## config.mk

```make
export PLATFORM = sky130hd
export DESIGN_NAME = fixed_to_float
export DESIGN_NICKNAME = d
export VERILOG_FILES = /design/src/rtl/fixed_to_float.sv
export SDC_FILE = /design/constraint.sdc
export NUM_CORES = 1
export LEC_CHECK = 0
export CORE_MARGIN = 5
export CORE_UTILIZATION = 35
export DETAILED_ROUTE_END_ITERATION = 16
export GPL_ROUTABILITY_DRIVEN = 0
export GPL_TIMING_DRIVEN = 0
export MAX_ROUTING_LAYER = met4
export PLACE_DENSITY = 0.72
export SKIP_CTS_REPAIR_TIMING = 1
export SLEW_MARGIN = 20
export SYNTH_ARGS = -nofsm -noshare
export SYNTH_HDL_FRONTEND = slang
export SYNTH_SLANG_ARGS = --single-unit
```

## constraint.sdc

```tcl
create_clock -name clk -period 2 [get_ports clk]
set_input_delay 0.5 -clock clk [delete_from_list [all_inputs] [get_ports clk]]
set_output_delay 0.5 -clock clk [all_outputs]
set_load 0.05 [all_outputs]
```

## src/rtl/fixed_to_float.sv

```systemverilog
// fixed_to_float: iterative unsigned fixed-point to IEEE-754 single-precision converter
module fixed_to_float #(
  parameter int FRACS = 20,
  parameter int INTS = 1,
  parameter int WIDTH = INTS + FRACS
) (
  input  logic        clk,
  input  logic        reset,
  input  logic        clk_en,
  input  logic        start,
  input  logic [31:0] dataa,
  output logic        done,
  output logic [31:0] result
);
  localparam int CW = $clog2(WIDTH);
  typedef enum logic {IDLE, NORM} state_t;
  state_t state;
  logic [WIDTH-1:0] sreg;
  logic [CW-1:0] cnt;
  logic [31:0] al;
  logic [7:0] expo;
  logic unused;
  always_comb begin
    al = 32'(sreg) << (33 - WIDTH);
    expo = 8'(126 + INTS) - 8'(cnt);
    unused = ^{dataa, al[8:0]};
  end
  always_ff @(posedge clk)
    if (reset) begin
      state <= IDLE;
      done <= 1'b0;
      result <= '0;
      sreg <= '0;
      cnt <= '0;
    end else if (clk_en) begin
      done <= 1'b0;
      if (state == IDLE) begin
        if (start) begin
          sreg <= dataa[WIDTH-1:0];
          cnt <= '0;
          state <= NORM;
        end
      end else if (sreg == '0) begin
        result <= '0;
        done <= 1'b1;
        state <= IDLE;
      end else if (sreg[WIDTH-1]) begin
        result <= {1'b0, expo, al[31:9]};
        done <= 1'b1;
        state <= IDLE;
      end else begin
        sreg <= sreg << 1;
        cnt <= cnt + 1'b1;
      end
    end
endmodule
```

==> qor.yml <==
status: "completed"
fillers: 736
grt_util_met3: 0.0305
rows: 31
setup-tns-final_ns: 0
fmax_mhz: 511
yosys.area.top_type: "dfxtp_1"
core_mm2: 0.00721
path_class: "flip-flop to output pin"
maxSlewHeadroom: 0.653
num_io_pins: 69
critPathMaxFanout: 2
finalHoldViolCount: 0
synth-seq-area-share: 0.417
period_needed_ns: 1.96
drv_slew: 0
hpwl_mm: 5.28
clock_skew_ns: 0.00886
diodes: 0
io_buffers: 51
gr-usage-met1: 0.218
drive_above_1_share: 0.0870
synth-edff-count: 0
ys_warn_count: 0
slowest_delay_ns: 0.81
track_usage: 0.161
drc_errors: 0
num_vias: 2487
grt_busiest_layer: "met2"
initial_core_util: 0.359
period_share: 0.979
worst_slew_pin_slew_ns: 0.520
cp.required_ns: 1.50
vias_per_cell: 5.33
p_total_mw: 2.36
dieWidth_um: 96.1
cellLeakagePower_nw: 1.42
clkLatencyLatePin_ns: 0.31
p_int_mw: 1.68
routedWlPerCell_um: 15.1
synthArstFlopShare: 0
path_buf_inv: 1
synth.avg_cell_area_um2: 8.50
switching_share: 0.288
cts_tree: "built"
htreeDepth: 2
fp.dieH_um: 96.1
clock-sinks: 54
synthFlopType: "dfxtp_1"
clock_path_buffers: 2
grt.overflow.total: 0
combinationalPowerShare: 0.189
ir_worst_vdd_mv: 0.248
cp_top_family: "buffers and inverters"
cp_slowest_cell: "clkdlybuf4s50_1"
grt_first_pass_wirelength_mm: 11.5
drt_iter0_markers: 205
layout.nets: 404
net-switching-power_mw: 0.680
routed_wl_mm: 7.07
arrival_ns: 1.46
cap_violations: 0
finalSetupViolations: 0
cp-start-kind: "flip-flop"
grt_max_degree: 16
synth_area_leaders: "dfxtp_1 42%, a311oi_1 6.4%, a21oi_1 5.6%"
endpoint_kind: "output pin"
yosys-top-cells-count: "54 x dfxtp_1, 29 x a21oi_1, 29 x o21ai_0, 24 x clkbuf_1, 23 x nor3_1"
syn_inst: 305
syn_to_final_growth_pct: 31.5
ys_types: 39
first_pass_iters: 5
hp-class: "flip-flop to flip-flop"
path_cells: "clkdlybuf4s50_1"
yosys.area.top_type_share: 0.417
cts_made_buffers: 5
ant_nets: 0
grt_pass1_vias: 2338
ys_ff_latch: 54
synthesis.area_mm2: 0.00259
power-per-cell-area_mw_per_mm2: 693
cts_root_buf: "clkbuf_8"
clk_pin_slew_ns: 0.10
synth.most_common_cell: "dfxtp_1"
die-area_mm2: 0.00923
p_seq_frac: 0.502
met2_usage: 0.236
antenna_found_initial: 0
p_clk_frac: 0.308
[cells in the final DEF, fill, tap and decap left out, types with 15 or more instances in the layout]
master / Yosys / layout
dfxtp_1: 54 / 54
a21oi_1: 29 / 29
nand3b_1: 17 / 17
o21ai_0: 29 / 29
nand2_1: 15 / 15
nor3_1: 23 / 23
a311oi_1: 19 / 19
dlymetal6s2s_1: 0 / 17
nand2b_1: 22 / 22
clkbuf_1: 24 / 20
clkdlybuf4s50_1: 0 / 34
[routing by layer]
| metal | routed length, um | up-vias |
|---|---|---|
| li1 | - | 1239 |
| met1 | 3410 | 1151 |
| met2 | 3080 | 86 |
| met3 | 471 | 11 |
| met4 | 119 | 0 |
| met5 | 0 | - |
[through the flow]
step | hold WS [ns] | instance area (um2) | instances | setup slack, ns | util
after floorplan | 0.459 | 2610 | 309 | 0.454 | -
after global placement | 0.466 | 3240 | 459 | -0.324 | 0.449
after detailed placement | 0.469 | 3240 | 459 | -0.374 | 0.449
after CTS | 0.482 | 3350 | 467 | -0.108 | 0.464
after global routing | 0.502 | 3410 | 467 | -0.00286 | 0.472
final | 0.478 | 3410 | 467 | 0.0425 | 0.472
[sequential cells by signal, indices dropped and copies added, names as in the netlist]
register  count
sreg         21
done          1
result       26
cnt           5
state         1
[worst paths after layout]
| path | slack, ns | start | end | cells past startpoint |
|---|---|---|---|---|
| max | 0.04 | result[27]$_SDFFE_PP0P_ | result[27] | 1 |
| min | 0.48 | result[9]$_SDFFE_PP0P_ | result[9]$_SDFFE_PP0P_ | 2 |
| max reg2reg | 0.11 | sreg[11]$_SDFFE_PP0P_ | result[19]$_SDFFE_PP0P_ | 6 |
| min reg2reg | 0.48 | result[9]$_SDFFE_PP0P_ | result[9]$_SDFFE_PP0P_ | 2 |
[power groups by stage]
stage / clock network, mW / registers, mW / logic (mW)
2_1_floorplan: 0 / 1.21 / 0.301
3_3_place_gp: 0 / 1.21 / 0.433
3_5_place_dp: 0 / 1.21 / 0.441
4_1_cts: 0.738 / 1.18 / 0.442
5_1_grt: 0.783 / 1.19 / 0.489
6_report: 0.728 / 1.19 / 0.447
[area by class of cell]
| class | instances | area [um2] | area share |
|---|---|---|---|
| plain buffers | 34 | 179 | 0.0525 |
| clock buffers | 7 | 76.3 | 0.0224 |
| clock inverters | 1 | 30.0 | 0.00881 |
| inverters | 3 | 11.3 | 0.00330 |
| multi-input cells | 218 | 1350 | 0.397 |
| flip-flops and latches | 54 | 1080 | 0.317 |
| well taps | 99 | 124 | 0.0363 |
| repair buffers | 51 | 553 | 0.162 |
[kinds of logic (layout without fill, tap and decap cells)]
| group | after synthesis | count (layout) | share of synthesized area |
|---|---|---|---|
| AND/OR/NAND/NOR | 122 | 122 | 0.288 |
| AO/OA/AOI/OAI | 90 | 90 | 0.222 |
| flip-flops | 54 | 54 | 0.417 |
| buffers and inverters | 37 | 96 | 0.0676 |
| adder cells (fa/ha/maj) | 1 | 1 | 0.00483 |
| other | 1 | 5 | 0.00145 |
(Power assumes the default switching activity.)
